[src/rtl/hdsiso8_prbs_pkg.sv]
// ============================================================
// hdsiso8_pkg : shared constants and checker state encoding
// Rev 1.0
// ============================================================
`default_nettype none

package hdsiso8_pkg;

  localparam int                LFSR_W    = 15;
  localparam logic [LFSR_W-1:0] LFSR_TAPS = 15'h6000;
  localparam logic [LFSR_W-1:0] LFSR_SEED = 15'h0001;
  localparam int                LOSS_LIM  = 4;
  localparam int                WIN_LEN   = 16;

  typedef enum logic [1:0] {
    HUNT   = 2'd0,
    VERIFY = 2'd1,
    LOCKED = 2'd2
  } chk_state_e;

endpackage

`default_nettype wire

[src/rtl/hdsiso8_prbs_if.sv]
// ============================================================
// hdsiso8_prbs_if : strobe, generator control and checker status bundle
// Rev 1.0
// ============================================================
`default_nettype none

interface hdsiso8_prbs_if;

  logic       step;
  logic       lfsr_en;
  logic       din_sel;
  logic       ext_din;
  logic       siso_dout;
  logic       d_in;
  logic       lfsr_bit;
  logic       lfsr_period;
  logic       locked;
  logic       err_pulse;
  logic [7:0] err_count;

  modport master (
    output step, lfsr_en, din_sel, ext_din, siso_dout,
    input  d_in, lfsr_bit, lfsr_period, locked, err_pulse, err_count
  );

  modport slave (
    input  step, lfsr_en, din_sel, ext_din, siso_dout,
    output d_in, lfsr_bit, lfsr_period, locked, err_pulse, err_count
  );

endinterface

`default_nettype wire

[src/rtl/hdsiso8_prbs_chk.sv]
// ============================================================
// hdsiso8_prbs_chk : self-synchronising PRBS checker with loss-of-lock window
// Rev 1.0
// ============================================================
`default_nettype none

module hdsiso8_prbs_chk
  import hdsiso8_pkg::*;
(
  input  wire logic       clk,
  input  wire logic       rst_n,
  input  wire logic       step_i,
  input  wire logic       siso_dout_i,
  output logic            locked_o,
  output logic            err_pulse_o,
  output logic [7:0]      err_count_o
);

  localparam int CNT_W  = $clog2(LFSR_W);
  localparam int LOSS_W = $clog2(LOSS_LIM + 1);
  localparam int WIN_W  = $clog2(WIN_LEN);

  chk_state_e          state_q;
  logic [LFSR_W-1:0]   c_q;
  logic [LFSR_W-1:0]   c_d;
  logic [CNT_W-1:0]    fill_q;
  logic [CNT_W-1:0]    match_q;
  logic [LOSS_W-1:0]   loss_q;
  logic [LOSS_W-1:0]   loss_d;
  logic [WIN_W-1:0]    win_q;
  logic                locked_q;
  logic                err_pulse_q;
  logic [7:0]          err_count_q;

  logic                exp_bit;
  logic                mis;
  logic                c_zero;

  // Prediction uses the history before the incoming bit is shifted in
  assign exp_bit = ^(c_q & LFSR_TAPS);
  assign mis     = siso_dout_i ^ exp_bit;
  assign c_zero  = (c_q == '0);
  assign c_d     = {c_q[LFSR_W-2:0], siso_dout_i};
  assign loss_d  = loss_q + {{(LOSS_W-1){1'b0}}, mis};

  always_ff @(posedge clk or negedge rst_n) begin
    if (!rst_n) begin
      state_q     <= HUNT;
      c_q         <= '0;
      fill_q      <= '0;
      match_q     <= '0;
      loss_q      <= '0;
      win_q       <= '0;
      locked_q    <= 1'b0;
      err_pulse_q <= 1'b0;
      err_count_q <= '0;
    end else begin
      err_pulse_q <= 1'b0;
      if (step_i) begin
        c_q <= c_d;
        unique case (state_q)
          HUNT: begin
            if (fill_q == CNT_W'(LFSR_W - 1)) begin
              state_q <= VERIFY;
              fill_q  <= '0;
              match_q <= '0;
            end else begin
              fill_q <= fill_q + 1'b1;
            end
          end
          VERIFY: begin
            if (mis || c_zero) begin
              match_q <= '0;
            end else if (match_q == CNT_W'(LFSR_W - 1)) begin
              state_q  <= LOCKED;
              locked_q <= 1'b1;
              match_q  <= '0;
              win_q    <= '0;
              loss_q   <= '0;
            end else begin
              match_q <= match_q + 1'b1;
            end
          end
          LOCKED: begin
            // The mismatch is counted even on the step that drops lock
            if (mis) begin
              err_pulse_q <= 1'b1;
              if (err_count_q != 8'hFF) begin
                err_count_q <= err_count_q + 8'd1;
              end
            end
            win_q <= win_q + 1'b1;
            if (c_zero || (loss_d >= LOSS_W'(LOSS_LIM))) begin
              state_q  <= HUNT;
              locked_q <= 1'b0;
              fill_q   <= '0;
              loss_q   <= '0;
            end else if (win_q == WIN_W'(WIN_LEN - 1)) begin
              loss_q <= '0;
            end else begin
              loss_q <= loss_d;
            end
          end
          default: begin
            state_q  <= HUNT;
            locked_q <= 1'b0;
            fill_q   <= '0;
          end
        endcase
      end
    end
  end

  assign locked_o    = locked_q;
  assign err_pulse_o = err_pulse_q;
  assign err_count_o = err_count_q;

endmodule

`default_nettype wire

[src/rtl/hdsiso8_prbs.sv]
// ============================================================
// hdsiso8_prbs : PRBS-15 generator, d_in source mux and checker wrapper
// Rev 1.0
// ============================================================
`default_nettype none

module hdsiso8_prbs
  import hdsiso8_pkg::*;
(
  input  wire logic     clk,
  input  wire logic     rst_n,
  hdsiso8_prbs_if.slave bus
);

  logic [LFSR_W-1:0] g_q;
  logic [LFSR_W-1:0] g_d;
  logic              fb;
  logic              lfsr_period_q;

  assign fb = ^(g_q & LFSR_TAPS);

  // An all-zero state would lock up the LFSR, so it reloads without waiting for a step
  always_comb begin
    g_d = g_q;
    if (g_q == '0) begin
      g_d = LFSR_SEED;
    end else if (bus.step && bus.lfsr_en) begin
      g_d = {g_q[LFSR_W-2:0], fb};
    end
  end

  always_ff @(posedge clk or negedge rst_n) begin
    if (!rst_n) begin
      g_q           <= LFSR_SEED;
      lfsr_period_q <= 1'b1;
    end else begin
      g_q           <= g_d;
      lfsr_period_q <= (g_d == LFSR_SEED);
    end
  end

  assign bus.lfsr_bit    = g_q[LFSR_W-1];
  assign bus.lfsr_period = lfsr_period_q;
  assign bus.d_in        = bus.din_sel ? g_q[LFSR_W-1] : bus.ext_din;

  hdsiso8_prbs_chk u_chk (
    .clk         (clk),
    .rst_n       (rst_n),
    .step_i      (bus.step),
    .siso_dout_i (bus.siso_dout),
    .locked_o    (bus.locked),
    .err_pulse_o (bus.err_pulse),
    .err_count_o (bus.err_count)
  );

endmodule

`default_nettype wire

[src/flat_wrapper.sv]
// flat-port wrapper written by rule: the top's interface ports become plain ports
module hdsiso8_prbs_flat import hdsiso8_pkg::*;
  (clk, rst_n, bus_step, bus_lfsr_en, bus_din_sel, bus_ext_din, bus_siso_dout, bus_d_in, bus_lfsr_bit, bus_lfsr_period, bus_locked, bus_err_pulse, bus_err_count);
  hdsiso8_prbs_if bus_i ();
  input  wire logic clk;
  input  wire logic rst_n;
  input wire logic [$bits(bus_i.step)-1:0] bus_step;
  input wire logic [$bits(bus_i.lfsr_en)-1:0] bus_lfsr_en;
  input wire logic [$bits(bus_i.din_sel)-1:0] bus_din_sel;
  input wire logic [$bits(bus_i.ext_din)-1:0] bus_ext_din;
  input wire logic [$bits(bus_i.siso_dout)-1:0] bus_siso_dout;
  output wire logic [$bits(bus_i.d_in)-1:0] bus_d_in;
  output wire logic [$bits(bus_i.lfsr_bit)-1:0] bus_lfsr_bit;
  output wire logic [$bits(bus_i.lfsr_period)-1:0] bus_lfsr_period;
  output wire logic [$bits(bus_i.locked)-1:0] bus_locked;
  output wire logic [$bits(bus_i.err_pulse)-1:0] bus_err_pulse;
  output wire logic [$bits(bus_i.err_count)-1:0] bus_err_count;
  assign bus_i.step = bus_step;
  assign bus_i.lfsr_en = bus_lfsr_en;
  assign bus_i.din_sel = bus_din_sel;
  assign bus_i.ext_din = bus_ext_din;
  assign bus_i.siso_dout = bus_siso_dout;
  assign bus_d_in = bus_i.d_in;
  assign bus_lfsr_bit = bus_i.lfsr_bit;
  assign bus_lfsr_period = bus_i.lfsr_period;
  assign bus_locked = bus_i.locked;
  assign bus_err_pulse = bus_i.err_pulse;
  assign bus_err_count = bus_i.err_count;
  hdsiso8_prbs u_core (.clk(clk), .rst_n(rst_n), .bus(bus_i));
endmodule
[config.mk]
export PLATFORM = sky130hd
export DESIGN_NAME = hdsiso8_prbs_flat
export DESIGN_NICKNAME = d
export VERILOG_FILES = /design/src/rtl/hdsiso8_prbs_pkg.sv /design/src/rtl/hdsiso8_prbs_if.sv /design/src/rtl/hdsiso8_prbs_chk.sv /design/src/rtl/hdsiso8_prbs.sv /design/src/flat_wrapper.sv
export SDC_FILE = /design/constraint.sdc
export NUM_CORES = 1
export LEC_CHECK = 0
export BUFFER_PORTS_ARGS = -buffer_cell sky130_fd_sc_hd__buf_4
export CAP_MARGIN = 25
export CORE_MARGIN = 2
export CORE_UTILIZATION = 54
export DETAILED_ROUTE_END_ITERATION = 12
export PLACE_DENSITY_LB_ADDON = 0.12
export SETUP_SLACK_MARGIN = 0.02
export SKIP_CTS_REPAIR_TIMING = 1
export SYNTH_ARGS = -nofsm -noshare
export SYNTH_HDL_FRONTEND = slang
export SYNTH_SLANG_ARGS = --single-unit
[constraint.sdc]
create_clock -name clk -period 2.05 [get_ports clk]
set_input_delay 0.1025 -clock clk [delete_from_list [all_inputs] [get_ports clk]]
set_output_delay 0.1025 -clock clk [all_outputs]
set_load 0.05 [all_outputs]
==> flow_summary.toml, run 1 <==
[logic_synthesis]
synth_top_area_share_pct = 50.70
ys_warn_count = 0
synth_area_um2 = 2764
ys_ff_latch = 58
synth_edf_count = 0
syn_inst = 226
synthFlopType = "dfrtp_1"
synthArstFlopShare_pct = 100.0
synth.distinct_cells = 51
seq_area_frac_synth_pct = 52.60
synth.area.top_cells = "dfrtp_1 51%, mux2_2 12%, ha_1 3.6%"
yosysTopAreaCell = "dfrtp_1"
syn_area_per_cell_um2 = 12.23
synth_nets = 241

[setup_path]
cp-start-kind = "register"
worstPathRequired_ns = 2.32
reg2reg_from = "u_core.u_chk.c_q[13]$_DFFE_PN0P_"
crit_start = "u_core.u_chk.c_q[13]$_DFFE_PN0P_"
rr_worst_depth = 7
r2r_slack_ns = 0.08
critPathKind = "register to register"
worstReg2RegEnd = "u_core.u_chk.loss_q[1]$_DFFE_PN0P_"
arrival_ns = 2.24
crit_fanout = 3
end_kind = "register"

[detailed_routing]
viasPerCell = 5.522
drtIter0Drc = 80
drc = 0
ant_nets = 0
drt-total-wl_mm = 4.923
firstDrtPassIters = 4
wl_per_cell_um = 14.70
vias = 1850

[timing]
worstMarginPinSlew_ns = 0.7207
slew_violations = 0
max_slew_margin_pct = 51.95
setup_ws_ns = 0.08240
finalHoldViolations = 0
setup_viol_count_final = 0
hold_ws_ns = 0.01669
finalSetupTns_ns = 0
timing.fmax_ghz = 0.5082
skew_ns = 0.005251
min_period_ns = 1.968
period_share_pct = 95.98

[floorplanning]
start_util_pct = 55.17
dieArea_um2 = 5706
die_x_um = 75.54
fp.dieH_um = 75.54
io-pin-count = 20
num_rows = 26
core_um2 = 5010

[cells_and_area]
drive_above_1_share_pct = 36.98
fin_util_pct = 66.01
diodes = 0
nets = 275
synthToLayoutAreaGrowth_pct = 19.65
instances_no_fill = 335
fin_area_um2 = 3307

[outcome]
status = "finished, final reports clean"

[job]
maxCapViolCount = 0

[pwr]
p_leak_nw = 1.505
p_total_mw = 3.945
cellPowerDensity_nw_per_um2 = 1193
irDropWorstVdd_v = 0.0006174

[min_path]
min_to = "u_core.u_chk.c_q[0]$_DFFE_PN0P_"
min_path_type = "input pin to register"
min-delay-start = "bus_siso_dout"
hold_depth = 2

[placement]
place_area_um2 = 3022
hpwlAfterDp_mm = 3.130
post-place-ws_ns = 0.006226
port_buffers = 19
dp.cells = 316
gp_congestion = 0.8161

[clocking]
path_clk_slew_ns = 0.06
ctsRootBufferMaster = "clkbuf_8"
cts_tree = "yes"
clk_path_buf_depth = 2
numCtsBuffers = 9
htreeDepth = 3
clk_latency_ns = 0.34
cts.sinks = 58

[global_route]
grt_max_degree = 59
grt_use_total_pct = 18.67
grt-ovfl-total = 0
first_global_vias = 1735
grt_pass1_wl_mm = 7.776
antenna_found_initial = 0
registers in the layout (all words and copies together) (netlist names):
name,count
u_core.u_chk.locked_o,1
u_core.u_chk.loss_q,3
u_core.u_chk.state_q,2
u_core.u_chk.c_q,15
u_core.u_chk.fill_q,4
u_core.u_chk.err_pulse_o,1
u_core.g_q,15
u_core.u_chk.match_q,4
u_core.u_chk.err_count_o,8
u_core.bus.lfsr_period,1
u_core.u_chk.win_q,4
cell type report:
class / count / area (um^2)
fill: 409 / 1703
sequential: 58 / 1454
clock inverter: 7 / 93.84
inverter: 10 / 37.54
tap: 70 / 87.58
timing repair buffer: 29 / 220.2
clock buffer: 9 / 123.9
multi-input combinational: 152 / 1290
cells in the mapped netlist, types with 2 or more instances:
| cell type | n |
|---|---|
| a21oi_1 | 3 |
| nand3_1 | 13 |
| a22o_1 | 4 |
| o22ai_1 | 3 |
| inv_1 | 9 |
| dfstp_2 | 2 |
| mux2_2 | 30 |
| buf_2 | 2 |
| dfrtp_1 | 56 |
| nor3_1 | 4 |
| nand2b_1 | 3 |
| xnor2_1 | 5 |
| xor2_1 | 3 |
| and2_1 | 2 |
| o21ai_0 | 6 |
| o21bai_1 | 2 |
| a31oi_1 | 5 |
| and3_1 | 3 |
| a311oi_1 | 2 |
| o21ai_1 | 3 |
| nor2_1 | 5 |
| ha_1 | 8 |
| buf_1 | 3 |
| nor4_1 | 3 |
| nand2_1 | 14 |
| nor2b_1 | 2 |
| and4_1 | 2 |
| nand4_1 | 4 |
| nor4_2 | 3 |
worst max-delay path: stages (launching register included):
cell	delay, ns
dfrtp_1	0.39
xor3_2	0.40
ha_2	0.21
ha_4	0.17
xnor2_4	0.16
nand2_2	0.10
a311oi_2	0.29
a22o_1	0.18
power breakdown:
group | internal, mW | total (mW) | switching, mW
clock network | 0.681 | 1.15 | 0.473
logic | 0.514 | 1.02 | 0.505
registers | 1.48 | 1.77 | 0.297
cell usage in the layout (no fill, tap or decap), types with 2 or more instances in the layout:
cell,count
xor2_1,3
o21ai_1,4
a31oi_1,5
nor4_2,3
clkinvlp_4,2
nor2_1,5
dfrtp_1,56
a311oi_2,2
and3_1,3
o21bai_1,2
inv_1,9
bufinv_16,2
nand4_1,4
nand3_1,13
clkinv_2,2
ha_1,6
nor4_1,3
and2_1,2
buf_4,28
nor2b_1,2
clkbuf_8,9
and4_1,2
dfstp_2,2
o22ai_1,3
nand2_1,13
mux2_2,30
xnor2_1,4
a22o_1,4
nor3_1,4
o21ai_0,5
nand2b_1,3
a21oi_1,3
worst max-delay path by stage:
stage / endpoint / cells after the start
global route: u_core.u_chk.loss_q[1]$_DFFE_PN0P_ / 7
CTS: u_core.u_chk.locked_o$_DFFE_PN0P_ / 7
finish: u_core.u_chk.loss_q[1]$_DFFE_PN0P_ / 7
detailed placement: u_core.u_chk.locked_o$_DFFE_PN0P_ / 7
floorplan: u_core.u_chk.loss_q[0]$_DFFE_PN0P_ / 7
global placement: u_core.u_chk.loss_q[0]$_DFFE_PN0P_ / 7
layer usage:
layer / share of wire, % / track usage [%] / wire length, um
met2: 46 / 27.92 / 2248
met1: 48 / 24.57 / 2339
met4: 2.3 / 10.72 / 114
met3: 4.5 / 5.026 / 220
met5: 0 / 0 / 0
logic make-up after synthesis:
logic type                 after synthesis  synth area share, %
AOI/OAI and AO/OA                       39                11.82
xor gates and xnor gates                 9                3.440
adders and majority gates                8                3.622
buffers and inverters                   16                2.263
DFF                                     58                52.60
muxes                                   30                12.22
and+or+nand+nor                         66                14.03
(Power assumes the default switching activity.)
==> inputs of run 2 (changes only) <==
--- a/config.mk
+++ b/config.mk
@@ -8,7 +8,7 @@
 export BUFFER_PORTS_ARGS = -buffer_cell sky130_fd_sc_hd__buf_4
 export CAP_MARGIN = 25
 export CORE_MARGIN = 2
-export CORE_UTILIZATION = 54
+export CORE_UTILIZATION = 59
 export DETAILED_ROUTE_END_ITERATION = 12
 export PLACE_DENSITY_LB_ADDON = 0.12
 export SETUP_SLACK_MARGIN = 0.02
==> constraint.sdc (replaced) <==
create_clock -name clk -period 2.2 [get_ports clk]
set_input_delay 0.11 -clock clk [delete_from_list [all_inputs] [get_ports clk]]
set_output_delay 0.11 -clock clk [all_outputs]
set_load 0.05 [all_outputs]
==> flow_summary.toml, run 2 (synthesis gave the netlist of run 1 again) <==
[timing]
timing.fmax_ghz = 0.4797
slew_violations = 0
period_share_pct = 94.76
skew_ns = 0.008418
min_period_ns = 2.085
finalHoldViolations = 0
max_slew_margin_pct = 53.07
setup_viol_count_final = 0
grt_setup_unrepaired = "no"
worstMarginPinSlew_ns = 0.7040
finalSetupTns_ns = 0

[min_path]
min_to = "u_core.u_chk.c_q[0]$_DFFE_PN0P_"
hold_depth = 2
min-delay-start = "bus_siso_dout"
min_path_type = "input pin to register"

[detailed_routing]
drtIter0Drc = 108
firstDrtPassIters = 4
viasPerCell = 5.800
wl_per_cell_um = 15.56
drc = 0
ant_nets = 0
drt-total-wl_mm = 4.824
vias = 1798

[global_route]
grt_pass1_wl_mm = 8.583
first_global_vias = 1805
grt-ovfl-total = 0
grt_max_degree = 59
antenna_found_initial = 0
grt_use_total_pct = 21.50

[setup_path]
reg2reg_from = "u_core.u_chk.c_q[14]$_DFFE_PN0P_"
end_kind = "register"
r2r_slack_ns = 0.12
crit_fanout = 3
worstReg2RegEnd = "u_core.u_chk.loss_q[1]$_DFFE_PN0P_"
rr_worst_depth = 7
critPathKind = "register to register"
crit_start = "u_core.u_chk.c_q[14]$_DFFE_PN0P_"
worstPathRequired_ns = 2.47
arrival_ns = 2.35
cp-start-kind = "register"

[cells_and_area]
nFillCells = 334
drive_above_1_share_pct = 33.72
synthToLayoutAreaGrowth_pct = 16.34
nets = 268
layout_commonest_cell = "dfrtp_1"
layout_common_cells = "56 x dfrtp_1, 30 x mux2_2, 21 x buf_4"
fin_area_um2 = 3216
diodes = 0

[placement]
place_area_um2 = 2962
gp_congestion = 0.7935
hpwlAfterDp_mm = 3.281
port_buffers = 19

[floorplanning]
dieArea_um2 = 5248
core_um2 = 4444
io-pin-count = 20
start_util_pct = 62.19
die_x_um = 72.45
num_rows = 24
fp.dieH_um = 72.45

[clocking]
cts_tree = "yes"
clk_latency_ns = 0.33
ctsRootBufferMaster = "clkbuf_8"
clk_path_buf_depth = 2
htreeDepth = 3
numCtsBuffers = 9
path_clk_slew_ns = 0.07
cts.sinks = 58

[outcome]
status = "finished, final reports clean"

[pwr]
irDropWorstVdd_v = 0.0005210
cellPowerDensity_nw_per_um2 = 1151
p_leak_nw = 1.489

[job]
maxCapViolCount = 0
## run 2: routing by layer
metal | GRT usage [%] | wire length [um] | up-vias
li1 | - | - | 885
met3 | 5.833 | 183 | 7
met2 | 31.50 | 2220 | 32
met1 | 30.64 | 2335 | 874
met5 | 0 | 0 | -
met4 | 8.642 | 84 | 0
## run 2: through the flow
step	cells	hold WS (ns)	power [mW]	utilization [%]	setup WS [ns]
5_1_grt	310	0.01660	3.934	72.35	0.02873
2_1_floorplan	226	-0.1856	2.298	-	0.1254
4_1_cts	309	-0.1538	3.743	71.99	0.02319
3_3_place_gp	293	0.2097	2.552	66.64	0.1341
6_report	310	0.02590	3.702	72.35	0.1154
3_5_place_dp	293	0.2120	2.595	66.64	0.03922
## run 2: how the worst max path moves through the flow
stage                                          to  slack, ns  cells past startpoint
2_1_floorplan  u_core.u_chk.loss_q[0]$_DFFE_PN0P_       0.13                      7
3_5_place_dp   u_core.u_chk.loss_q[1]$_DFFE_PN0P_       0.04                      7
6_report       u_core.u_chk.loss_q[1]$_DFFE_PN0P_       0.12                      7
4_1_cts        u_core.u_chk.loss_q[1]$_DFFE_PN0P_       0.02                      7
5_1_grt        u_core.u_chk.loss_q[1]$_DFFE_PN0P_       0.03                      7
3_3_place_gp    u_core.u_chk.locked_o$_DFFE_PN0P_       0.13                      7
## run 2: layout make-up
cell class	count	area [um^2]	share of cell area (%)
Clock buffer	12	165.2	5.136
Clock inverter	4	72.57	2.257
Inverter	10	37.54	1.167
Multi-Input combinational cell	152	1254	38.99
Sequential cell	58	1454	45.21
Tap cell	52	65.06	2.023
Timing Repair Buffer	22	167.7	5.214
## run 2: critical path: stages, from the launching register on
cell and delay [ns]:
dfrtp_1 0.42, xor3_2 0.41, ha_1 0.19, ha_1 0.18
xnor2_1 0.25, nand2_1 0.15, a311oi_2 0.25, a22o_1 0.17
## run 2: power breakdown
| group | switching [mW] | internal, mW |
|---|---|---|
| logic | 0.451 | 0.449 |
| clock network | 0.414 | 0.728 |
| registers | 0.283 | 1.38 |
| total | 1.15 | 2.55 |
==> inputs of run 3 (changes only) <==
--- a/config.mk
+++ b/config.mk
@@ -8,7 +8,8 @@
 export BUFFER_PORTS_ARGS = -buffer_cell sky130_fd_sc_hd__buf_4
 export CAP_MARGIN = 25
 export CORE_MARGIN = 2
-export CORE_UTILIZATION = 59
+export CORE_UTILIZATION = 30
+export CTS_BUF_LIST = sky130_fd_sc_hd__clkbuf_2
 export DETAILED_ROUTE_END_ITERATION = 12
 export PLACE_DENSITY_LB_ADDON = 0.12
 export SETUP_SLACK_MARGIN = 0.02
==> flow_summary.toml, run 3 (synthesis gave the netlist of run 1 again) <==
[outcome]
status = "finished, final reports clean"

[detailed_routing]
drc = 0
vias = 1844
drt-total-wl_mm = 5.172
wl_per_cell_um = 13.83
ant_nets = 0
drtIter0Drc = 56
viasPerCell = 4.930
firstDrtPassIters = 4

[setup_path]
r2r_slack_ns = 0.14
path_cells = "xor3_2 -> ha_1 -> ha_1 -> xnor2_2 -> a311oi_2 -> o22ai_1"
crit_family = "XOR/XNOR gates"
worstPathRequired_ns = 2.55
crit_fanout = 4
path_common_cell = "ha_1"
cp-start-kind = "register"
worstReg2RegEnd = "u_core.u_chk.fill_q[1]$_DFFE_PN0P_"
crit_end = "u_core.u_chk.fill_q[1]$_DFFE_PN0P_"
rr_worst_depth = 6
critPathKind = "register to register"
crit_start = "u_core.u_chk.c_q[14]$_DFFE_PN0P_"
crit_cells = 6
arrival_ns = 2.41
crit_buf_inv = 0
crit_slowest_cell = "dfrtp_1"
end_kind = "register"
reg2reg_from = "u_core.u_chk.c_q[14]$_DFFE_PN0P_"
slowest_delay_ns = 0.44

[cells_and_area]
synthToLayoutAreaGrowth_pct = 15.17
nets = 273
diodes = 0
layout_commonest_cell = "dfrtp_1"
layout_common_cells = "56 x dfrtp_1, 30 x mux2_2, 24 x buf_4"
instances_no_fill = 374
drive_above_1_share_pct = 34.22
fin_area_um2 = 3183

[pwr]
p_leak_nw = 1.453
cellPowerDensity_nw_per_um2 = 980.5
irDropWorstVdd_v = 0.0003266
p_total_mw = 3.121

[timing]
min_period_ns = 2.059
finalHoldViolations = 0
finalSetupTns_ns = 0
grt_setup_unrepaired = "yes"
setup_viol_count_final = 0
period_share_pct = 93.60
timing.fmax_ghz = 0.4856
skew_ns = 0.02342
worstMarginPinSlew_ns = 0.7580
max_slew_margin_pct = 49.47
slew_violations = 0

[min_path]
min-delay-start = "bus_step"
min_path_type = "input pin to register"
hold_depth = 3

[floorplanning]
core_um2 = 9109
start_util_pct = 30.34
dieArea_um2 = 9997
fp.dieH_um = 99.99
die_x_um = 99.99
num_rows = 35
io-pin-count = 20

[placement]
hpwlAfterDp_mm = 3.443
gp_congestion = 0.7327
dp.cells = 353
place_area_um2 = 3043
port_buffers = 19

[global_route]
grt_pass1_wl_mm = 8.949
antenna_found_initial = 0
first_global_vias = 1837
grt-ovfl-total = 0
grt_max_degree = 59
grt_use_total_pct = 11.49

[clocking]
ctsRootBufferMaster = "clkbuf_2"
clk_path_buf_depth = 2
clk_latency_ns = 0.46
cts_tree = "yes"
cts.sinks = 58
numCtsBuffers = 9
path_clk_slew_ns = 0.17
htreeDepth = 3

[job]
maxCapViolCount = 0
## run 3: cell types whose count changed in the layout (fill, tap and decap cells not counted), sizes merged
cell	previous run	this run
dlygate4sd3	1	3
bufinv	2	0
clkbuf	12	13
clkinv	1	2
buf	21	24
## run 3: cell type report
| type | instances | area, um^2 |
|---|---|---|
| Tap cell | 111 | 138.9 |
| Multi-Input combinational cell | 152 | 1261 |
| Sequential cell | 58 | 1454 |
| Clock inverter | 3 | 16.27 |
| Fill cell | 924 | 5926 |
| Inverter | 10 | 37.54 |
| Timing Repair Buffer | 27 | 210.2 |
| Clock buffer | 13 | 65.06 |
## run 3: through the flow
step / setup slack [ns] / util [%] / hold WS (ns)
after floorplan: 0.1254 / - / -0.1856
after global placement: 0.1012 / 33.41 / 0.2447
after detailed placement: 0.08323 / 33.41 / 0.2429
after CTS: 0.03423 / 34.30 / -0.3328
after global routing: 0.02318 / 34.95 / 0.03447
final: 0.1408 / 34.95 / 0.05807
## run 3: worst min-delay path by stage
stage | endpoint | slack, ns
finish | u_core.u_chk.fill_q[0]$_DFFE_PN0P_ | 0.06
global placement | u_core.u_chk.fill_q[1]$_DFFE_PN0P_ | 0.24
detailed placement | u_core.u_chk.fill_q[1]$_DFFE_PN0P_ | 0.24
floorplan | u_core.g_q[10]$_DFF_PN0_ | -0.19
global route | u_core.u_chk.fill_q[0]$_DFFE_PN0P_ | 0.03
CTS | u_core.u_chk.fill_q[0]$_DFFE_PN0P_ | -0.33
## run 3: tightest hold or removal path: stages
cell and delay (ns):
buf_4 0.22, nand3_1 0.10, o21ai_1 0.06
## run 3: where the power goes
part           leakage [nW]  total, mW  switching (mW)  internal [mW]
sequential            0.746       1.64           0.273           1.37
combinational         0.647      0.934           0.454          0.481
clock                0.0596      0.543           0.380          0.163
## run 3: per-layer routing
| metal | GRT usage, % | vias to the layer above | wire length [um] |
|---|---|---|---|
| met3 | 3.621 | 6 | 195 |
| met4 | 5.269 | 0 | 70 |
| li1 | - | 904 | - |
| met5 | 0 | - | 0 |
| met2 | 17.72 | 33 | 2382 |
| met1 | 14.79 | 901 | 2523 |
